[src/rtl/alu_issue_ctrl.sv]
// rtl/alu_issue_ctrl.sv - ALU front-end sequencer: single-cycle ops plus divider issue/wait.
// Optional signed SDIV/SMOD support is built when ALU_SIGNED_DIV_EN is defined.
module alu_issue_ctrl #(
  parameter int DIV_TIMEOUT = 40,
  parameter int DIV_CYCLES  = 32
) (
  input  logic        clk,
  input  logic        clrn,
  input  logic        req_valid,
  output logic        req_ready,
  input  logic [2:0]  req_op,
  input  logic [7:0]  req_a,
  input  logic [7:0]  req_b,
  output logic        div_start,
  output logic [31:0] div_a,
  output logic [15:0] div_b,
  input  logic        div_busy,
  input  logic        div_ready,
  input  logic [31:0] div_q,
  input  logic [15:0] div_r,
  output logic        rsp_valid,
  input  logic        rsp_ready,
  output logic [7:0]  rsp_result,
  output logic [3:0]  rsp_flags
);

  localparam int CW = $clog2(DIV_TIMEOUT + 1);

  typedef enum logic [2:0] {IDLE, EXEC, DIV_ISSUE, DIV_WAIT, RESP} state_t;

  state_t         state;
  logic [2:0]     op_q;
  logic [7:0]     a_q, b_q;
  logic [CW-1:0]  wait_cnt;

  logic [8:0]     sum9;
  logic [7:0]     diff;
  logic [15:0]    prod;
  logic [7:0]     exec_res;
  logic           exec_err, exec_dz, exec_carry;
  logic [7:0]     issue_a, issue_b;
  logic [7:0]     div_raw, div_res;
  logic           req_is_div;
  logic           unused_div_hi;

  assign unused_div_hi = ^{div_q[31:8], div_r[15:8]};

`ifdef ALU_SIGNED_DIV_EN
  assign req_is_div = req_op[2];
`else
  assign req_is_div = (req_op[2:1] == 2'b10);
`endif

  always_comb begin
    issue_a = req_a;
    issue_b = req_b;
`ifdef ALU_SIGNED_DIV_EN
    // Signed ops hand the divider magnitudes; signs are reapplied on return.
    if (req_op[2:1] == 2'b11) begin
      if (req_a[7]) issue_a = -req_a;
      if (req_b[7]) issue_b = -req_b;
    end
`endif
  end

  assign sum9 = {1'b0, a_q} + {1'b0, b_q};
  assign diff = a_q - b_q;
  assign prod = {8'b0, a_q} * {8'b0, b_q};

  always_comb begin
    exec_res   = 8'h00;
    exec_err   = 1'b0;
    exec_dz    = 1'b0;
    exec_carry = 1'b0;
    case (op_q)
      3'b000: begin exec_res = sum9[7:0]; exec_carry = sum9[8]; end
      3'b001: begin exec_res = diff;      exec_carry = (a_q >= b_q); end
      3'b010: begin exec_res = prod[7:0]; exec_carry = |prod[15:8]; end
      3'b011: exec_res = (diff == 8'h00) ? 8'h00 : (diff[7] ? 8'h01 : 8'h02);
      // Divide ops only reach EXEC with a zero divisor.
      3'b100: begin exec_dz = 1'b1; exec_res = 8'hFF; end
      3'b101: begin exec_dz = 1'b1; exec_res = a_q; end
`ifdef ALU_SIGNED_DIV_EN
      3'b110: begin exec_dz = 1'b1; exec_res = 8'hFF; end
      3'b111: begin exec_dz = 1'b1; exec_res = a_q; end
`endif
      default: exec_err = 1'b1;
    endcase
  end

  always_comb begin
    div_raw = op_q[0] ? div_r[7:0] : div_q[7:0];
    div_res = div_raw;
`ifdef ALU_SIGNED_DIV_EN
    if (op_q[1] && (op_q[0] ? a_q[7] : (a_q[7] ^ b_q[7])))
      div_res = -div_raw;
`endif
  end

  always_ff @(posedge clk or negedge clrn) begin
    if (!clrn) begin
      state      <= IDLE;
      req_ready  <= 1'b0;
      op_q       <= 3'b000;
      a_q        <= 8'h00;
      b_q        <= 8'h00;
      wait_cnt   <= '0;
      div_start  <= 1'b0;
      div_a      <= 32'h0;
      div_b      <= 16'h0;
      rsp_valid  <= 1'b0;
      rsp_result <= 8'h00;
      rsp_flags  <= 4'h0;
    end else begin
      case (state)
        IDLE: begin
          if (req_ready && req_valid) begin
            req_ready <= 1'b0;
            op_q      <= req_op;
            a_q       <= req_a;
            b_q       <= req_b;
            if (req_is_div && (req_b != 8'h00)) begin
              state     <= DIV_ISSUE;
              div_start <= 1'b1;
              div_a     <= {24'b0, issue_a};
              div_b     <= {8'b0, issue_b};
            end else begin
              state <= EXEC;
            end
          end else begin
            req_ready <= 1'b1;
          end
        end
        EXEC: begin
          rsp_result <= exec_res;
          rsp_flags  <= {exec_err, exec_dz, exec_carry, !exec_err && (exec_res == 8'h00)};
          rsp_valid  <= 1'b1;
          state      <= RESP;
        end
        DIV_ISSUE: begin
          div_start <= 1'b0;
          wait_cnt  <= '0;
          state     <= DIV_WAIT;
        end
        DIV_WAIT: begin
          // Count zero is the cycle the divider clears ready, so ready is not trusted there.
          if ((wait_cnt != '0) && div_ready && !div_busy) begin
            rsp_result <= div_res;
            rsp_flags  <= {3'b000, div_res == 8'h00};
            rsp_valid  <= 1'b1;
            state      <= RESP;
          end else if (wait_cnt == CW'(DIV_TIMEOUT - 1)) begin
            rsp_result <= 8'h00;
            rsp_flags  <= 4'b1000;
            rsp_valid  <= 1'b1;
            state      <= RESP;
          end else begin
            wait_cnt <= wait_cnt + 1'b1;
          end
        end
        RESP: begin
          if (rsp_ready) begin
            rsp_valid <= 1'b0;
            req_ready <= 1'b1;
            state     <= IDLE;
          end
        end
        default: state <= IDLE;
      endcase
    end
  end

  a_start_only_in_issue: assert property (@(posedge clk) disable iff (!clrn)
    div_start |-> (state == DIV_ISSUE));
  a_ready_only_in_idle: assert property (@(posedge clk) disable iff (!clrn)
    req_ready |-> (state == IDLE));
  a_divider_fits_timeout: assert property (@(posedge clk) disable iff (!clrn)
    DIV_CYCLES < DIV_TIMEOUT);

endmodule

[config.mk]
export PLATFORM = sky130hd
export DESIGN_NAME = alu_issue_ctrl
export DESIGN_NICKNAME = d
export VERILOG_FILES = /design/src/rtl/alu_issue_ctrl.sv
export SDC_FILE = /design/constraint.sdc
export NUM_CORES = 1
export LEC_CHECK = 0
export BUFFER_PORTS_ARGS = -buffer_cell sky130_fd_sc_hd__buf_4
export CORE_AREA = 2 2 113 115
export CTS_BUF_LIST = sky130_fd_sc_hd__clkbuf_4
export DETAILED_ROUTE_END_ITERATION = 7
export DIE_AREA = 0 0 115 117
export HOLD_SLACK_MARGIN = 0.1
export PLACE_DENSITY = 0.74
export SETUP_SLACK_MARGIN = 0.15
export SKIP_LAST_GASP = 1
export SLEW_MARGIN = 20
export SYNTH_ARGS = -nofsm -noshare
export SYNTH_HDL_FRONTEND = slang
export SYNTH_SLANG_ARGS = --single-unit
[constraint.sdc]
create_clock -name clk -period 7.75 [get_ports clk]
set_input_delay 1.1625 -clock clk [delete_from_list [all_inputs] [get_ports clk]]
set_output_delay 1.1625 -clock clk [all_outputs]
set_load 0.1 [all_outputs]
==> flow_metrics.env, run 1 <==
export IMPL_status="completed"
export IMPL_cts_setup_buffers=0
export IMPL_relSlewSlack_pct=46.80
export IMPL_grt_usage_pct=23.32
export IMPL_htreeDepth=3
export IMPL_synth_ff_type="dfrtp_1"
export IMPL_cts_num_sinks=59
export IMPL_io_buffers=71
export IMPL_yosysUniqueCellTypes=72
export IMPL_wl_per_cell_um=16.85
export IMPL_dieArea_sq_um=13460
export IMPL_dpl_worst_slack_ns=2.692
export IMPL_drt_iter0_drc=368
export IMPL_crit_end="rsp_flags[1]"
export IMPL_die_w_um=115
export IMPL_clk_path_buf_depth=2
export IMPL_path_clk_slew_ns=0.13
export IMPL_worstPathArrival_ns=5.37
export IMPL_crit_type="reg2reg"
export IMPL_grt_pass1_vias=4802
export IMPL_rsz0062_at_grt="no"
export IMPL_maxCapViolCount=0
export IMPL_worstRegToRegCells=19
export IMPL_die_h_um=117
export IMPL_synth_edf_count=0
export IMPL_max_freq_ghz=0.1955
export IMPL_antenna_found_initial=0
export IMPL_cts_root_buffer="clkbuf_4"
export IMPL_n_antenna_cell=0
export IMPL_pin_count=136
export IMPL_fin_crit_sh_pct=66.01
export IMPL_worst_hold_path_type="reg2reg"
export IMPL_start_kind="register"
export IMPL_r2r_start="a_q[3]"
export IMPL_synth_top_cell_area_share_pct=24.42
export IMPL_syn_area_sq_um=6046
export IMPL_initial_core_util_pct=49.11
export IMPL_syn_to_final_growth_pct=10.99
export IMPL_avgSynthCellArea_sq_um=8.762
export IMPL_post_cts_resized=0
export IMPL_grt_max_degree=60
export IMPL_worstMarginPinSlew_ns=0.7951
export IMPL_reg2reg_to="rsp_flags[1]"
export IMPL_synth_area_leader_cell="dfrtp_1"
export IMPL_nNetsFinal=920
export IMPL_crit_path_max_fanout=6
export IMPL_gp_congestion=0.9816
export IMPL_startpoint="a_q[3]"
export IMPL_crit_path_end_kind="register"
export IMPL_numCtsBuffers=9
export IMPL_wl_um=15330
export IMPL_seq_area_frac_synth_pct=24.42
export IMPL_fin_ws_ns=2.634
export IMPL_insertion_delay_ns=0.42
export IMPL_cts_tree="yes"
export IMPL_hpwl_um=12160
export IMPL_reg2reg_slack_ns=2.63
export IMPL_ant_nets=0
export IMPL_synthArstFlopShare_pct=100.0
export IMPL_routed_via_density=5.627
export IMPL_setup_viol=0
export IMPL_globalRouteOverflowTotal=0
export IMPL_required_ns=8.00
export IMPL_netlist_instances=690
export IMPL_grt_pass1_wl_um=24520
export IMPL_vias=5121
export IMPL_dr_pass1_iters=5
export IMPL_ys_warn_count=0
export IMPL_std_cell_rows=41
export IMPL_slew_violations=0
export IMPL_layout_min_cycle_time_ns=5.116
export IMPL_synth_seq_cells=59
export IMPL_drc=0
export IMPL_finalHoldViolCount=0
export IMPL_core_sq_um=12310
export IMPL_setup_tns_final_ns=0
export IMPL_hold_buffers=0
export IMPL_skew_ns=0.02265
export IMPL_drive_gt1_share_pct=16.05
export IMPL_synthTopCellsByArea="dfrtp_1, fa_1, ha_1"
flip-flops by register name (all words and copies together), names as in the netlist:
name        flops
div_b           8
op_q            3
div_start       1
a_q             8
b_q             8
state           3
div_a           8
rsp_result      8
rsp_flags       4
req_ready       1
rsp_valid       1
wait_cnt        6
per-layer routing:
layer | share of wire [%] | vias up | GRT usage [%]
met5 | 0 | - | 0
met4 | 2.3 | 0 | 7.068
met3 | 5.9 | 27 | 3.862
met2 | 47 | 202 | 38.12
met1 | 45 | 2484 | 32.08
li1 | - | 2408 | -
critical path: stages, from the launching register on:
cell and delay [ns]:
dfrtp_1 0.50, inv_1 0.26, nor2_1 0.11, fa_1 0.54
inv_1 0.05, fa_1 0.48, inv_1 0.05, fa_1 0.52
inv_1 0.05, fa_1 0.52, inv_1 0.04, ha_1 0.34
o21a_1 0.15, a211oi_2 0.26, o21bai_1 0.12, a21oi_1 0.18
mux2i_1 0.22, nand4_1 0.21, o211ai_1 0.23, a31oi_1 0.11
stage by stage:
stage | area [sq um] | std cells | hold WS [ns] | util, %
floorplan | 6162 | 721 | 0.5264 | -
finish | 6710 | 910 | 0.4907 | 54.50
CTS | 6710 | 910 | 0.5105 | 54.50
global route | 6710 | 910 | 0.5288 | 54.50
detailed placement | 6566 | 894 | 0.4789 | 53.33
global placement | 6566 | 894 | 0.4649 | 53.33
cell families after synthesis:
kind of cell,after synthesis,share of synthesized area [%]
muxes,33,5.898
and+or+nand+nor,212,16.89
buffers and inverters,134,10.76
adders and majority gates,92,23.76
xor gates and xnor gates,14,2.028
AOI/OAI and AO/OA,145,16.18
DFF,59,24.42
other,1,0.06203
cells in the mapped netlist (10+ instances only):
master	count
mux2_1	10
fa_1	38
nand2_1	61
o21ai_0	42
a21oi_1	39
buf_2	10
inv_1	79
nor2_1	77
dfrtp_1	59
and2_1	13
mux2i_1	12
buf_4	34
mux2_2	11
ha_1	54
how the worst min path moves through the flow:
| stage | from | end | cells after the start |
|---|---|---|---|
| after global placement | rsp_flags[3] | rsp_flags[3] | 2 |
| after CTS | rsp_flags[3] | rsp_flags[3] | 2 |
| after detailed placement | div_b[0] | div_b[0] | 1 |
| final | rsp_flags[3] | rsp_flags[3] | 2 |
| after floorplan | wait_cnt[4] | wait_cnt[4] | 2 |
| after global routing | rsp_result[6] | rsp_result[6] | 1 |
cell type report:
| cell class | instances | area, sq um |
|---|---|---|
| well taps | 150 | 187.7 |
| multi-input cells | 528 | 4035 |
| fillers | 1154 | 5602 |
| clock inverters | 7 | 76.32 |
| repair buffers | 74 | 555.5 |
| clock buffers | 9 | 67.56 |
| inverters | 83 | 311.5 |
| flip-flops and latches | 59 | 1476 |
layout by cell type, fill, tap and decap left out, types with 5 or more instances in the layout:
master    instances
and2_1           13
a311oi_1          6
nand2_1          61
nand4_1           5
mux2_1           10
inv_1            79
nand2b_1          9
nor3_1            9
buf_4            74
dfrtp_1          59
clkbuf_4          9
o21a_1            7
a21oi_1          39
nand3_1           7
a31oi_1           5
mux2i_1          12
xnor2_1           7
nor2_1           77
ha_1             54
xor2_1            7
conb_1           32
nor2b_1           7
fa_1             38
o21ai_0          42
a21o_1            5
mux2_2           11
Power of run 1 is left out: the tool's default activity adds up to more than one toggle a clock period on the data nets, which glitch-free logic cannot reach.
==> run 2, diff against run 1 <==
ABC_AREA = 1   (was unset)
CORE_AREA = 2 2 115 117   (was 2 2 113 115)
DIE_AREA = 0 0 117 119   (was 0 0 115 117)
PLACE_DENSITY = 0.73   (was 0.74)
clock period = 5.2 ns   (was 7.75 ns; I/O delays follow)
==> run 2 against run 1 <==
Final cell count increased by 24%; wire length down 6.0%; sequential cell count unchanged; cell area grew 4.0%; worst setup slack got worse by 2.2 ns; hold slack worse by 0.054 ns; maximum frequency rose by 8.0%; die area rose by 3.5%; critical path depth is 2 higher; first-iteration DRC count down 15%; critical endpoint unchanged; highest routed layer unchanged.
==> flow_metrics.env, run 2 <==
export IMPL_n_antenna_cell=0
export IMPL_antenna_found_initial=0
export IMPL_grt_pass1_vias=5101
export IMPL_netlist_instances=886
export IMPL_clk_path_buf_depth=2
export IMPL_globalRouteOverflowTotal=0
export IMPL_synth_seq_cells=59
export IMPL_layout_commonest_cell="nand2_1"
export IMPL_start_kind="register"
export IMPL_insertion_delay_ns=0.39
export IMPL_hpwl_um=11540
export IMPL_skew_ns=0.01115
export IMPL_setup_viol=0
export IMPL_drc=0
export IMPL_crit_path_max_fanout=9
export IMPL_wl_per_cell_um=12.76
export IMPL_cts_root_buffer="clkbuf_4"
export IMPL_synth_ff_type="dfrtp_1"
export IMPL_worstMarginPinSlew_ns=0.7270
export IMPL_syn_area_sq_um=6218
export IMPL_cts_tree="yes"
export IMPL_required_ns=5.48
export IMPL_grt_pass1_wl_um=24380
export IMPL_yosys_area_share_simple_pct=25.45
export IMPL_io_buffers=71
export IMPL_crit_type="reg2reg"
export IMPL_synthAdderAreaFrac_pct=23.10
export IMPL_synth_xor_area_share_pct=0.4225
export IMPL_dpl_cell_area_sq_um=6793
export IMPL_seq_area_frac_synth_pct=23.74
export IMPL_syn_to_final_growth_pct=12.23
export IMPL_max_freq_ghz=0.2112
export IMPL_pin_count=136
export IMPL_die_h_um=119
export IMPL_vias=5510
export IMPL_post_cts_resized=0
export IMPL_drt_iter0_drc=312
export IMPL_std_cell_rows=42
export IMPL_synth_most_common_cell="nand2_1"
export IMPL_relSlewSlack_pct=51.54
export IMPL_core_sq_um=12870
export IMPL_cts_setup_buffers=0
export IMPL_ant_nets=0
export IMPL_avgSynthCellArea_sq_um=7.019
export IMPL_layout_min_cycle_time_ns=4.735
export IMPL_reg2reg_to="rsp_flags[1]"
export IMPL_worstRegToRegCells=21
export IMPL_yosysUniqueCellTypes=43
export IMPL_path_clk_slew_ns=0.10
export IMPL_synthArstFlopShare_pct=100.0
export IMPL_ys_warn_count=0
export IMPL_synth_top_family_by_area="simple AND/OR/NAND/NOR gates"
export IMPL_routed_via_density=4.880
export IMPL_maxCapViolCount=0
export IMPL_finalHoldViolCount=0
export IMPL_drive_gt1_share_pct=12.38
export IMPL_synth_top_cell_area_share_pct=23.74
export IMPL_nNetsFinal=1113
export IMPL_setup_tns_final_ns=0
export IMPL_gp_congestion=1.002
export IMPL_synth_compound_area_share_pct=9.819
export IMPL_htreeDepth=3
export IMPL_synthTopCellsByCount="nand2_1, inv_1, nor2_1"
export IMPL_r2r_start="a_q[1]"
export IMPL_synth_area_leader_cell="dfrtp_1"
export IMPL_grt_usage_pct=21.97
export IMPL_cts_num_sinks=59
export IMPL_initial_core_util_pct=48.30
export IMPL_status="completed"
export IMPL_worstPathArrival_ns=5.02
export IMPL_synth_edf_count=0
export IMPL_rsz0062_at_grt="no"
export IMPL_reg2reg_slack_ns=0.47
export IMPL_grt_max_degree=60
export IMPL_numCtsBuffers=9
export IMPL_crit_path_end_kind="register"
export IMPL_wl_um=14410
export IMPL_worst_hold_path_type="in2async"
export IMPL_final_area_sq_um=6979
export IMPL_muxShareOfSynthArea_pct=0.6439
export IMPL_dr_pass1_iters=5
export IMPL_slew_violations=0
export IMPL_final_cell_mix="nand2_1, inv_1, buf_4"
export IMPL_hold_buffers=0
export IMPL_dieArea_sq_um=13920
export IMPL_synthTopCellsByArea="dfrtp_1, nand2_1, fa_1"
export IMPL_die_w_um=117
export IMPL_fin_crit_sh_pct=91.05
-- run 2: cell types whose count changed in the layout (fill, tap and decap cells not counted), sizes merged, moves of 6 or more --
cell	change
nor2b	-7
inv	+94
and2	-13
a311oi	-8
mux2i	-8
o21ai	+6
nand3	+39
xnor2	-6
nand2b	-9
nor2	-10
nand2	+175
mux2	-21
buf	+8
-- run 2: per-layer routing --
metal	track usage, %	vias up	part of all wire (%)
met4	5.368	0	1.5
met5	0	-	0
met1	32.41	2528	46
li1	-	2789	-
met2	34.00	175	46
met3	3.257	18	6.4
-- run 2: worst max-delay path, stage by stage, from the launching register on --
cell     delay, ns
dfrtp_1       0.55
nand2_1       0.14
fa_1          0.51
fa_1          0.54
inv_1         0.06
fa_1          0.53
inv_1         0.05
fa_1          0.53
inv_1         0.04
ha_1          0.35
a21oi_1       0.24
nor2_1        0.09
o21ai_1       0.23
nand3_1       0.11
nand2_1       0.07
nand2_1       0.04
nor2_1        0.13
nand3_1       0.14
nand2_1       0.09
nand2_1       0.07
nand2_1       0.06
nand2_1       0.04
-- run 2: worst max path at each step --
| stage | cells after the start | slack, ns | start | to |
|---|---|---|---|---|
| after global placement | 21 | 0.46 | a_q[1] | rsp_flags[1] |
| final | 21 | 0.47 | a_q[1] | rsp_flags[1] |
| after CTS | 23 | 0.40 | b_q[4] | rsp_flags[1] |
| after floorplan | 22 | 0.77 | a_q[1] | rsp_flags[1] |
| after detailed placement | 21 | 0.42 | a_q[1] | rsp_flags[1] |
| after global routing | 23 | 0.18 | a_q[1] | rsp_flags[1] |
-- run 2: stage by stage --
| stage | instances | hold WS, ns | utilization (%) | setup WS [ns] |
|---|---|---|---|---|
| 3_3_place_gp | 1113 | 0.4649 | 52.76 | 0.4593 |
| 6_report | 1129 | 0.4370 | 54.21 | 0.4653 |
| 2_1_floorplan | 917 | 0.4844 | - | 0.7689 |
| 5_1_grt | 1129 | 0.4673 | 54.21 | 0.1765 |
| 4_1_cts | 1129 | 0.4473 | 54.15 | 0.4046 |
| 3_5_place_dp | 1113 | 0.4640 | 52.76 | 0.4223 |
-- run 2: area by class of cell --
| type | instances | area, sq um |
|---|---|---|
| Timing Repair Buffer | 82 | 615.6 |
| Inverter | 177 | 664.4 |
| Tap cell | 176 | 220.2 |
| Fill cell | 1249 | 5896 |
| Clock buffer | 10 | 75.07 |
| Multi-Input combinational cell | 619 | 3821 |
| Clock inverter | 6 | 103.9 |
| Sequential cell | 59 | 1479 |
-- run 2: cell families (layout without fill, tap and decap cells) --
| group | Yosys count | count (layout) |
|---|---|---|
| and+or+nand+nor | 379 | 379 |
| adders and majority gates | 92 | 92 |
| xor gates and xnor gates | 3 | 3 |
| buffers and inverters | 239 | 275 |
| other | 1 | 32 |
| AOI/OAI and AO/OA | 109 | 109 |
| muxes | 4 | 4 |
| DFF | 59 | 59 |
Power of run 2 is left out for the same reason.
==> run 3, diff against run 2 <==
PLACE_DENSITY = 0.78   (was 0.73)
clock period = 6.1 ns   (was 5.2 ns; I/O delays follow)
==> run 3 against run 2 <==
Utilization down 1.1 points; sequential share of layout area up 0.39 points; sequential cell count unchanged; non-clock buffer count down 11; maximum frequency down 4.6%; wire length down 1.5%; final cell count down 1.1%; clock skew up 0.0036 ns; worst setup slack better by 0.67 ns; via count down 0.22%; hold slack better by 0.052 ns; critical endpoint unchanged; largest cell class unchanged; highest routed layer unchanged.
==> flow_metrics.env, run 3 (synthesized netlist as in run 2, its figures left out) <==
export IMPL_finish_utilization_pct=53.13
export IMPL_maxCapViolCount=0
export IMPL_reg2reg_slack_ns=1.14
export IMPL_layout_min_cycle_time_ns=4.961
export IMPL_pin_count=136
export IMPL_wl_per_cell_um=12.70
export IMPL_crit_path_max_fanout=13
export IMPL_setup_viol=0
export IMPL_required_ns=6.37
export IMPL_io_buffers=71
export IMPL_worstPathArrival_ns=5.23
export IMPL_vias=5498
export IMPL_crit_path_end_kind="register"
export IMPL_initial_core_util_pct=48.30
export IMPL_worst_hold_path_type="reg2reg"
export IMPL_setup_tns_final_ns=0
export IMPL_drive_gt1_share_pct=10.95
export IMPL_n_antenna_cell=0
export IMPL_cts_num_sinks=59
export IMPL_max_freq_ghz=0.2016
export IMPL_startpoint="a_q[1]"
export IMPL_gp_congestion=0.9243
export IMPL_std_cell_rows=42
export IMPL_relSlewSlack_pct=52.64
export IMPL_insertion_delay_ns=0.38
export IMPL_die_h_um=119
export IMPL_reg2reg_to="rsp_flags[1]"
export IMPL_place_inst=1102
export IMPL_grt_usage_pct=21.54
export IMPL_r2r_start="a_q[1]"
export IMPL_core_sq_um=12870
export IMPL_wl_um=14190
export IMPL_grt_pass1_wl_um=24410
export IMPL_cts_tree="yes"
export IMPL_die_w_um=117
export IMPL_dieArea_sq_um=13920
export IMPL_post_cts_resized=0
export IMPL_slew_violations=0
export IMPL_numCtsBuffers=9
export IMPL_nNetsFinal=1102
export IMPL_grt_pass1_vias=5246
export IMPL_cts_setup_buffers=0
export IMPL_clk_path_buf_depth=2
export IMPL_status="completed"
export IMPL_rsz0062_at_grt="no"
export IMPL_globalRouteOverflowTotal=0
export IMPL_crit_end="rsp_flags[1]"
export IMPL_drt_iter0_drc=260
export IMPL_routed_via_density=4.922
export IMPL_drc=0
export IMPL_instances_no_fill=1117
export IMPL_hpwl_um=11260
export IMPL_cts_root_buffer="clkbuf_4"
export IMPL_dr_pass1_iters=5
export IMPL_ant_nets=0
export IMPL_path_clk_slew_ns=0.10
export IMPL_skew_ns=0.01471
export IMPL_htreeDepth=3
export IMPL_start_kind="register"
export IMPL_crit_type="reg2reg"
export IMPL_antenna_found_initial=0
export IMPL_fin_crit_sh_pct=81.32
export IMPL_hold_buffers=0
export IMPL_layout_commonest_cell="nand2_1"
export IMPL_syn_to_final_growth_pct=10.00
export IMPL_finalHoldViolCount=0
export IMPL_worstRegToRegCells=23
export IMPL_final_cell_mix="nand2_1, inv_1, buf_4"
export IMPL_grt_max_degree=60
export IMPL_worstMarginPinSlew_ns=0.7105
-- run 3: cell types whose count changed in the layout (fill, tap and decap cells not counted), sizes merged --
cell / change
clkinvlp: +2
clkbuf: -1
buf: -11
bufinv: -2
-- run 3: worst min-delay path by stage --
| stage | start | endpoint | slack [ns] | cells past startpoint |
|---|---|---|---|---|
| final | div_start | div_start | 0.49 | 2 |
| after global routing | rsp_flags[1] | rsp_flags[1] | 0.51 | 2 |
| after CTS | div_start | div_start | 0.49 | 2 |
| after detailed placement | div_start | div_start | 0.47 | 2 |
| after global placement | div_a[3] | div_a[3] | 0.46 | 2 |
| after floorplan | wait_cnt[2] | wait_cnt[2] | 0.53 | 2 |
-- run 3: worst max-delay path, cell delays in order (launching register included) --
cell and delay (ns):
dfrtp_1 0.75, nand2_1 0.15, fa_1 0.52, fa_1 0.55, inv_1 0.06, fa_1 0.52
inv_1 0.05, fa_1 0.52, inv_1 0.04, ha_1 0.36, a21oi_1 0.26, nor2_1 0.09
nor2_1 0.13, nand2_1 0.10, nand2_1 0.09, nand2_1 0.05, nand2_1 0.05, nand2_1 0.04
nor2_1 0.11, nand3_1 0.15, nand2_1 0.09, nand2_1 0.07, nand2_1 0.06, nand2_1 0.05
-- run 3: metal layers --
| metal | wire length [um] | part of all wire [%] | GRT usage [%] |
|---|---|---|---|
| met4 | 203 | 1.4 | 5.000 |
| met3 | 817 | 5.8 | 2.188 |
| met2 | 6640 | 47 | 33.67 |
| met1 | 6524 | 46 | 32.19 |
| met5 | 0 | 0 | 0 |
-- run 3: cell type report --
cell class                      count  area [sq um]
Clock buffer                        9         67.56
Clock inverter                      6         57.56
Fill cell                        1278          6035
Inverter                          177         664.4
Multi-Input combinational cell    619          3821
Sequential cell                    59          1476
Tap cell                          176         220.2
Timing Repair Buffer               71         533.0
-- run 3: through the flow --
| stage | cell area [sq um] | setup WS [ns] | hold slack, ns |
|---|---|---|---|
| detailed placement | 6710 | 1.227 | 0.4658 |
| CTS | 6835 | 1.206 | 0.4915 |
| finish | 6840 | 1.139 | 0.4891 |
| global placement | 6710 | 1.259 | 0.4642 |
| global route | 6840 | 0.6816 | 0.5084 |
| floorplan | 6335 | 1.669 | 0.5319 |
Power of run 3 is left out for the same reason.
